**config.mk**
```make
export PLATFORM = sky130hd
export DESIGN_NAME = wb_seq_fuzzer_flat
export DESIGN_NICKNAME = d
export VERILOG_FILES = /design/src/rtl/wb_seq_fuzzer_if.sv /design/src/rtl/wb_seq_fuzzer.sv /design/src/flat_wrapper.sv
export SDC_FILE = /design/constraint.sdc
export NUM_CORES = 2
export LEC_CHECK = 0
export ABC_AREA = 1
export BUFFER_PORTS_ARGS = -buffer_cell sky130_fd_sc_hd__clkbuf_2
export CELL_PAD_IN_SITES_DETAIL_PLACEMENT = 1
export CELL_PAD_IN_SITES_GLOBAL_PLACEMENT = 1
export CORE_AREA = 4 4 421 423
export CTS_BUF_LIST = sky130_fd_sc_hd__clkbuf_8
export CTS_CLUSTER_SIZE = 40
export DETAILED_ROUTE_END_ITERATION = 16
export DIE_AREA = 0 0 425 427
export PLACE_DENSITY = 0.89
export SLEW_MARGIN = 5
export SYNTH_ARGS = -nofsm -noshare
export SYNTH_HDL_FRONTEND = slang
export SYNTH_SLANG_ARGS = --single-unit
```
**constraint.sdc**
```tcl
create_clock -name clk -period 6.07 [get_ports clk]
set_input_delay 0.607 -clock clk [delete_from_list [all_inputs] [get_ports clk]]
set_output_delay 0.607 -clock clk [all_outputs]
set_load 0.02 [all_outputs]
```
**src/rtl/wb_seq_fuzzer_if.sv**
```systemverilog
// wb_seq_fuzzer_if: Wishbone master-port bundle between the fuzzer and the slave under test
interface wb_seq_fuzzer_if;
  logic [31:0] wb_addr;
  logic [31:0] wb_dat_o;
  logic [31:0] wb_dat_i;
  logic [3:0]  wb_sel;
  logic        wb_we;
  logic        wb_stb;
  logic        wb_cyc;
  logic        wb_ack;
  logic        wb_err;
  modport master (
    output wb_addr, wb_dat_o, wb_sel, wb_we, wb_stb, wb_cyc,
    input  wb_dat_i, wb_ack, wb_err
  );
  modport slave (
    input  wb_addr, wb_dat_o, wb_sel, wb_we, wb_stb, wb_cyc,
    output wb_dat_i, wb_ack, wb_err
  );
endinterface

```
**src/rtl/wb_seq_fuzzer.sv**
```systemverilog
// wb_seq_fuzzer: captures Wishbone beats, mutates them with an LFSR and replays them while checking the slave
module wb_seq_fuzzer #(
  parameter int          DEPTH     = 16,
  parameter int          MUT_W     = 8,
  parameter int          MAX_WAIT  = 64,
  parameter logic [31:0] SEED      = 32'h1,
  parameter logic [31:0] ADDR_MASK = 32'hFFFF_FFFF,
  parameter logic [31:0] ADDR_BASE = 32'h0
) (
  input  logic                     clk,
  input  logic                     rst_n,
  input  logic                     start,
  input  logic                     cap_stop,
  input  logic [1:0]               mode,
  input  logic [31:0]              mon_addr,
  input  logic [31:0]              mon_data,
  input  logic [3:0]               mon_sel,
  input  logic                     mon_we,
  input  logic                     mon_stb,
  input  logic                     mon_cyc,
  input  logic                     mon_ack,
  wb_seq_fuzzer_if.master          wb,
  output logic                     busy,
  output logic                     isolate,
  output logic                     done,
  output logic                     hang_detected,
  output logic                     err_detected,
  output logic                     mismatch_detected,
  output logic [$clog2(DEPTH)-1:0] fail_index,
  output logic [15:0]              tx_count
);
  localparam int          AW     = $clog2(DEPTH);
  localparam int          WW     = $clog2(MAX_WAIT + 1);
  localparam logic [31:0] SEED_I = (SEED == 32'h0) ? 32'h1 : SEED;
  localparam logic [31:0] LMASK  = 32'hFFFF_FFFF >> (32 - MUT_W);
  localparam logic [31:0] TAPS   = 32'h8020_0003;
  typedef enum logic [2:0] {IDLE, CAPTURE, MUTATE, APPLY, WAIT_ACK, GAP, FINISH} state_t;
  state_t state, state_nx;
  logic [31:0] cap_addr [DEPTH];
  logic [31:0] cap_data [DEPTH];
  logic [3:0]  cap_sel  [DEPTH];
  logic        cap_we   [DEPTH];
  logic [31:0] mut_addr [DEPTH];
  logic [31:0] mut_data [DEPTH];
  logic [AW:0]   count, cnt_m1;
  logic [AW-1:0] idx;
  logic [1:0]    mode_r;
  logic [31:0]   lfsr, lfsr_nx, lm, src_addr, src_data, m_addr, m_data;
  logic [WW-1:0] wait_cnt;
  logic          fail_seen, beat, cap_full, last, timeout, bad_read, fail_ev;
  assign busy    = state != IDLE;
  assign isolate = state inside {MUTATE, APPLY, WAIT_ACK, GAP};
  assign done    = state == FINISH;
  // Shared decode: capture fill level, entry walk end, LFSR step and per-mode mutation of the current entry
  always_comb begin
    beat     = mon_cyc & mon_stb & mon_ack;
    cnt_m1   = count - (AW+1)'(1);
    last     = {1'b0, idx} == cnt_m1;
    cap_full = (count + (AW+1)'(beat)) == (AW+1)'(DEPTH);
    timeout  = wait_cnt == WW'(MAX_WAIT - 1);
    lfsr_nx  = lfsr[0] ? ((lfsr >> 1) ^ TAPS) : (lfsr >> 1);
    lm       = lfsr & LMASK;
    src_addr = cap_addr[idx];
    src_data = cap_data[idx];
    m_addr   = ((mode_r == 2'd2 ? src_addr ^ lm : src_addr) & ADDR_MASK) | ADDR_BASE;
    m_data   = mode_r == 2'd1 ? src_data ^ (lm << (32 - MUT_W)) :
               mode_r == 2'd2 ? src_data ^ lm :
               mode_r == 2'd3 ? src_data + lm : src_data;
    bad_read = !cap_we[idx] && (wb.wb_dat_i != cap_data[idx]);
    fail_ev  = state == WAIT_ACK && (wb.wb_err || (wb.wb_ack && bad_read) || timeout);
  end
  // Sequencer: err beats ack, ack beats timeout; a cap_stop with nothing captured finishes at once
  always_comb begin
    state_nx = state;
    case (state)
      IDLE:     state_nx = start ? CAPTURE : IDLE;
      CAPTURE:  state_nx = cap_full ? MUTATE : cap_stop ? ((count != '0 || beat) ? MUTATE : FINISH) : CAPTURE;
      MUTATE:   state_nx = last ? APPLY : MUTATE;
      APPLY:    state_nx = WAIT_ACK;
      WAIT_ACK: state_nx = (wb.wb_err || wb.wb_ack) ? GAP : timeout ? FINISH : WAIT_ACK;
      GAP:      state_nx = last ? FINISH : APPLY;
      FINISH:   state_nx = IDLE;
      default:  state_nx = IDLE;
    endcase
  end
  // State register
  always_ff @(posedge clk or negedge rst_n)
    if (!rst_n) state <= IDLE;
    else state <= state_nx;
  // Control datapath, status flags and the registered master port
  always_ff @(posedge clk or negedge rst_n) begin
    if (!rst_n) begin
      count             <= '0;
      idx               <= '0;
      mode_r            <= '0;
      lfsr              <= SEED_I;
      wait_cnt          <= '0;
      tx_count          <= '0;
      fail_index        <= '0;
      fail_seen         <= 1'b0;
      hang_detected     <= 1'b0;
      err_detected      <= 1'b0;
      mismatch_detected <= 1'b0;
      wb.wb_addr        <= '0;
      wb.wb_dat_o       <= '0;
      wb.wb_sel         <= '0;
      wb.wb_we          <= 1'b0;
      wb.wb_stb         <= 1'b0;
      wb.wb_cyc         <= 1'b0;
    end else begin
      if (fail_ev && !fail_seen) begin
        fail_seen  <= 1'b1;
        fail_index <= idx;
      end
      case (state)
        IDLE: if (start) begin
          count             <= '0;
          tx_count          <= '0;
          fail_index        <= '0;
          fail_seen         <= 1'b0;
          hang_detected     <= 1'b0;
          err_detected      <= 1'b0;
          mismatch_detected <= 1'b0;
          mode_r            <= mode;
        end
        CAPTURE: begin
          idx <= '0;
          if (beat) count <= count + (AW+1)'(1);
        end
        MUTATE: begin
          idx  <= last ? '0 : idx + AW'(1);
          lfsr <= lfsr_nx;
        end
        APPLY: begin
          wb.wb_addr  <= mut_addr[idx];
          wb.wb_dat_o <= mut_data[idx];
          wb.wb_sel   <= cap_sel[idx];
          wb.wb_we    <= cap_we[idx];
          wb.wb_stb   <= 1'b1;
          wb.wb_cyc   <= 1'b1;
          wait_cnt    <= '0;
        end
        WAIT_ACK: begin
          wait_cnt <= wait_cnt + WW'(1);
          if (wb.wb_err) err_detected <= 1'b1;
          else if (wb.wb_ack) begin
            tx_count <= tx_count != 16'hFFFF ? tx_count + 16'd1 : tx_count;
            if (bad_read) mismatch_detected <= 1'b1;
          end else if (timeout) hang_detected <= 1'b1;
          if (wb.wb_err || wb.wb_ack || timeout) begin
            wb.wb_stb <= 1'b0;
            wb.wb_cyc <= 1'b0;
          end
        end
        GAP: idx <= idx + AW'(1);
        default: ;
      endcase
    end
  end
  // Pattern buffer: captured beats are the golden copy, mutated address/data live alongside
  always_ff @(posedge clk) begin
    if (state == CAPTURE && beat) begin
      cap_addr[count[AW-1:0]] <= mon_addr;
      cap_data[count[AW-1:0]] <= mon_data;
      cap_sel[count[AW-1:0]]  <= mon_sel;
      cap_we[count[AW-1:0]]   <= mon_we;
    end
    if (state == MUTATE) begin
      mut_addr[idx] <= m_addr;
      mut_data[idx] <= m_data;
    end
  end
endmodule
```
**src/flat_wrapper.sv**
```systemverilog
// flat-port wrapper written by rule: the top's interface ports become plain ports
module wb_seq_fuzzer_flat 
#(
  parameter int          DEPTH     = 16,
  parameter int          MUT_W     = 8,
  parameter int          MAX_WAIT  = 64,
  parameter logic [31:0] SEED      = 32'h1,
  parameter logic [31:0] ADDR_MASK = 32'hFFFF_FFFF,
  parameter logic [31:0] ADDR_BASE = 32'h0
)
  (clk, rst_n, start, cap_stop, mode, mon_addr, mon_data, mon_sel, mon_we, mon_stb, mon_cyc, mon_ack, busy, isolate, done, hang_detected, err_detected, mismatch_detected, fail_index, tx_count, wb_wb_addr, wb_wb_dat_o, wb_wb_sel, wb_wb_we, wb_wb_stb, wb_wb_cyc, wb_wb_dat_i, wb_wb_ack, wb_wb_err);
  wb_seq_fuzzer_if wb_i ();
  input  logic clk;
  input  logic rst_n;
  input  logic start;
  input  logic cap_stop;
  input  logic [1:0] mode;
  input  logic [31:0] mon_addr;
  input  logic [31:0] mon_data;
  input  logic [3:0] mon_sel;
  input  logic mon_we;
  input  logic mon_stb;
  input  logic mon_cyc;
  input  logic mon_ack;
  output logic busy;
  output logic isolate;
  output logic done;
  output logic hang_detected;
  output logic err_detected;
  output logic mismatch_detected;
  output logic [$clog2(DEPTH)-1:0] fail_index;
  output logic [15:0] tx_count;
  output wire logic [$bits(wb_i.wb_addr)-1:0] wb_wb_addr;
  output wire logic [$bits(wb_i.wb_dat_o)-1:0] wb_wb_dat_o;
  output wire logic [$bits(wb_i.wb_sel)-1:0] wb_wb_sel;
  output wire logic [$bits(wb_i.wb_we)-1:0] wb_wb_we;
  output wire logic [$bits(wb_i.wb_stb)-1:0] wb_wb_stb;
  output wire logic [$bits(wb_i.wb_cyc)-1:0] wb_wb_cyc;
  input wire logic [$bits(wb_i.wb_dat_i)-1:0] wb_wb_dat_i;
  input wire logic [$bits(wb_i.wb_ack)-1:0] wb_wb_ack;
  input wire logic [$bits(wb_i.wb_err)-1:0] wb_wb_err;
  assign wb_wb_addr = wb_i.wb_addr;
  assign wb_wb_dat_o = wb_i.wb_dat_o;
  assign wb_wb_sel = wb_i.wb_sel;
  assign wb_wb_we = wb_i.wb_we;
  assign wb_wb_stb = wb_i.wb_stb;
  assign wb_wb_cyc = wb_i.wb_cyc;
  assign wb_i.wb_dat_i = wb_wb_dat_i;
  assign wb_i.wb_ack = wb_wb_ack;
  assign wb_i.wb_err = wb_wb_err;
  wb_seq_fuzzer #(.DEPTH(DEPTH), .MUT_W(MUT_W), .MAX_WAIT(MAX_WAIT), .SEED(SEED), .ADDR_MASK(ADDR_MASK), .ADDR_BASE(ADDR_BASE)) u_core (.clk(clk), .rst_n(rst_n), .start(start), .cap_stop(cap_stop), .mode(mode), .mon_addr(mon_addr), .mon_data(mon_data), .mon_sel(mon_sel), .mon_we(mon_we), .mon_stb(mon_stb), .mon_cyc(mon_cyc), .mon_ack(mon_ack), .wb(wb_i), .busy(busy), .isolate(isolate), .done(done), .hang_detected(hang_detected), .err_detected(err_detected), .mismatch_detected(mismatch_detected), .fail_index(fail_index), .tx_count(tx_count));
endmodule
```
==> run_results.csv <==
group,metric,value,unit
sta,setup_viol,19,
die,core-area,173000,µm²
clocking,worstSkewPairLatency,1170,ps
global_routing,grt_pass1_wl,521,mm
sta,max_slew_margin,0.0346,
worst_setup_path,required,7080,ps
die,die-area,181000,µm²
sta,hold_ws,73.5,ps
die,die_x,425,µm
place,io_buffers,208,
sta,hold_viol,0,
power,peakVddDrop,0.429,mV
global_routing,gr-usage-all-layers,0.396,
yosys,synthTopCellsByCount,"edfxtp_1, nand2_1, nor2_1, o21ai_0, inv_1",
sta,skew,104,ps
run,max_cap_viol_count,1,
cells_and_area,utilization,0.593,
sta,fin_crit_sh,1.02,
cells_and_area,final_cells,10500,
die,ios,209,
clocking,cts.sinks,2275,
drt,routed_wl,366,mm
clocking,cts_tree,"yes",
yosys,syn_area,91500,µm²
drt,drtIter0Drc,12800,
clocking,cts_made_buffers,371,
drt,via_count,72300,
sta,post-route-worst-setup-slack,-99.8,ps
worst_setup_path,reg2reg_depth,22,
drt,dr.pass1.iters,9,
cells_and_area,num-fill-cells,17300,
drt,routedWlPerCell,34.9,µm
place,dpl_cell_area,95300,µm²
die,die_h,427,µm
yosys,ys_top_cells_by_area,"edfxtp_1, nand2_1, o21ai_0",
die,rows,153,
power,fin_total_pwr,49.6,mW
yosys,avgSynthCellArea,12.2,µm²
worst_setup_path,rr_startpoint,"u_core.idx[0]",
clocking,path_clk_slew,80,ps
power,power.density,482,nW/µm²
worst_setup_path,crit_path_end_kind,"register",
worst_setup_path,startpoint_type,"register",
sta,max_freq,162,MHz
drt,drc,0,
global_routing,overflow,0,
yosys,synth_area_leader_cell,"edfxtp_1",
clocking,cts_root_buf,"clkbuf_8",
yosys,synth_cells,7508,
sta,max_slew.worst_pin.slew,1440,ps
outcome,violations,"capacitance limit, setup timing",
place,routabilityCongestion,0.907,
yosys,yosysMostFrequentCell,"edfxtp_1",
worst_setup_path,crit_arrival,7170,ps
outcome,status,"finished, violations left",
yosys,ys_ff_latch,2275,
worst_setup_path,r2r_end,"u_core.fail_index[1]",
die,start_util,0.528,
cells_and_area,drive_gt1_frac,0.111,
yosys,synth_edf_count,2128,
yosys,ys.flop_type,"edfxtp_1",
min_path,min_path_type,"input pin to asynchronous set/reset pin",
place,place_ws,925,ps
place,hpwl,173,mm
global_routing,grt_pass1_vias,76500,
clocking,cts_max_level,5,
clocking,clk_path_buf_depth,4,
global_routing,grt_max_degree,232,
sta,fin_crit,6170,ps
yosys,synth_warnings,0,
worst_setup_path,path_class,"register to register",
global_routing,antenna_found_initial,43,
yosys,synth_nets,7641,
sta,maxSlewViolCount,0,
yosys,seq_area_frac_synth,0.738,
worst_setup_path,startpoint,"u_core.idx[0]",
cells_and_area,fin_nets,8001,
yosys,yosys.area.top_type_share,0.698,
yosys,synth_cell_type_count,52,
sta,tns,-752,ps
worst_setup_path,rrSetupSlack,-100,ps
yosys,async_reset_ff_frac,0.0646,
place,place_inst,9742,
cells_and_area,design_area,103000,µm²
drt,antenna_left,0,
power,p_leak,37.3,nW
worst_setup_path,cp_max_fo,231,
cells_and_area,areaGrowthSynthToFinish,12.4,%
drt,viasPerCell,6.89,
-- final cells by class --
cell class	count	area [µm²]	area share
inverter	460	1770	0.0172
antenna	25	62.6	0.000608
clock inverter	246	1180	0.0115
clock buffer	400	5510	0.0535
timing repair buffer	429	3380	0.0329
tap	2325	2910	0.0283
sequential	2275	67600	0.657
multi-input combinational	4331	20500	0.199
-- logic make-up (layout without fill, tap and decap cells) --
group                      Yosys count  in the layout  share of synthesized area
buffers and inverters              902           1535                     0.0413
other                                0             25                          0
xor gates and xnor gates            50             50                    0.00478
and+or+nand+nor                   2680           2680                      0.116
DFF                               2275           2275                      0.738
AOI/OAI and AO/OA                 1580           1580                     0.0970
adders and majority gates           21             21                    0.00295
-- how the worst max path moves through the flow --
stage	slack (ps)	end
global placement	1150	u_core.mut_data[0][31]
global route	-20	u_core.fail_index[1]
floorplan	930	u_core.mut_addr[0][0]
CTS	680	u_core.mut_data[0][24]
detailed placement	930	u_core.mut_data[11][27]
finish	-100	u_core.fail_index[1]
-- power breakdown --
| part | switching, mW | internal, mW | leakage (nW) | total, mW |
|---|---|---|---|---|
| sequential | 0.706 | 19.5 | 21.0 | 20.2 |
| combinational | 12.6 | 3.49 | 12.3 | 16.1 |
| clock | 6.94 | 6.31 | 3.92 | 13.2 |
| total | 20.3 | 29.3 | 37.3 | 49.6 |
-- cells in the final DEF, fill, tap and decap left out, types with 8 or more instances in the layout --
| cell | Yosys | layout |
|---|---|---|
| dlygate4sd3_1 | 0 | 75 |
| nor2_4 | 8 | 43 |
| dfrtp_1 | 146 | 144 |
| clkbuf_8 | 0 | 400 |
| clkbuf_2 | 1 | 207 |
| ha_1 | 20 | 20 |
| a21oi_1 | 79 | 79 |
| a221oi_1 | 28 | 28 |
| inv_1 | 452 | 581 |
| diode_2 | 0 | 25 |
| buf_12 | 0 | 36 |
| clkinv_1 | 1 | 59 |
| a41oi_1 | 48 | 48 |
| clkinvlp_4 | 0 | 8 |
| nand4_1 | 37 | 37 |
| nand3_1 | 167 | 167 |
| nor2_1 | 1160 | 1128 |
| nor2_2 | 20 | 17 |
| edfxtp_1 | 2128 | 2128 |
| o21ai_0 | 922 | 920 |
| nor3_1 | 28 | 27 |
| nand2_1 | 1242 | 1242 |
| o21ai_1 | 48 | 49 |
| a22o_1 | 30 | 30 |
| clkinv_2 | 0 | 40 |
| o22ai_1 | 404 | 404 |
| buf_4 | 31 | 106 |
| xor2_1 | 47 | 46 |
-- critical path, stage by stage (launching register included) --
cell and delay, ps:
dfrtp_4 1030, buf_12 450, buf_12 550, nor2_1 200, nor2_1 250, nand2_1 160
o21ai_1 120, nand2_1 100, nand2_1 170, inv_1 70, nand2_1 240, nand2_1 120
nand2_1 90, nand2_1 60, nor2_1 200, nand2_1 100, nor2_1 460, nand2_1 440
nand2_2 220, nand2_4 110, nand3_1 110, nand2_1 100, nor2_1 170
-- state kept, by name (all words and copies together) (netlist names), 2 cells and up --
name / cells
u_core.cap_addr: 512
u_core.cap_data: 512
u_core.cap_sel: 64
u_core.cap_we: 16
u_core.count: 5
u_core.fail_index: 4
u_core.idx: 4
u_core.lfsr: 32
u_core.mode_r: 2
u_core.mut_addr: 512
u_core.mut_data: 512
u_core.state: 3
u_core.tx_count: 16
u_core.wait_cnt: 7
u_core.wb.wb_addr: 32
u_core.wb.wb_dat_o: 32
u_core.wb.wb_sel: 4
-- what timing repair did --
item	4_1_cts	5_1_grt
resized for setup	0	1
endpoints found under the setup margin	0	5
buffers inserted	0	0
endpoints found under the hold margin	1140	0
hold buffers	75	0
-- metal layers --
| metal | vias to the layer above | global-route usage | share of wire |
|---|---|---|---|
| li1 | 27400 | - | - |
| met1 | 35000 | 0.450 | 0.31 |
| met2 | 7420 | 0.611 | 0.45 |
| met3 | 2491 | 0.126 | 0.14 |
| met4 | 30 | 0.335 | 0.10 |
| met5 | - | 0 | 0.00059 |
Note: power is estimated with default switching activity, not from simulation.
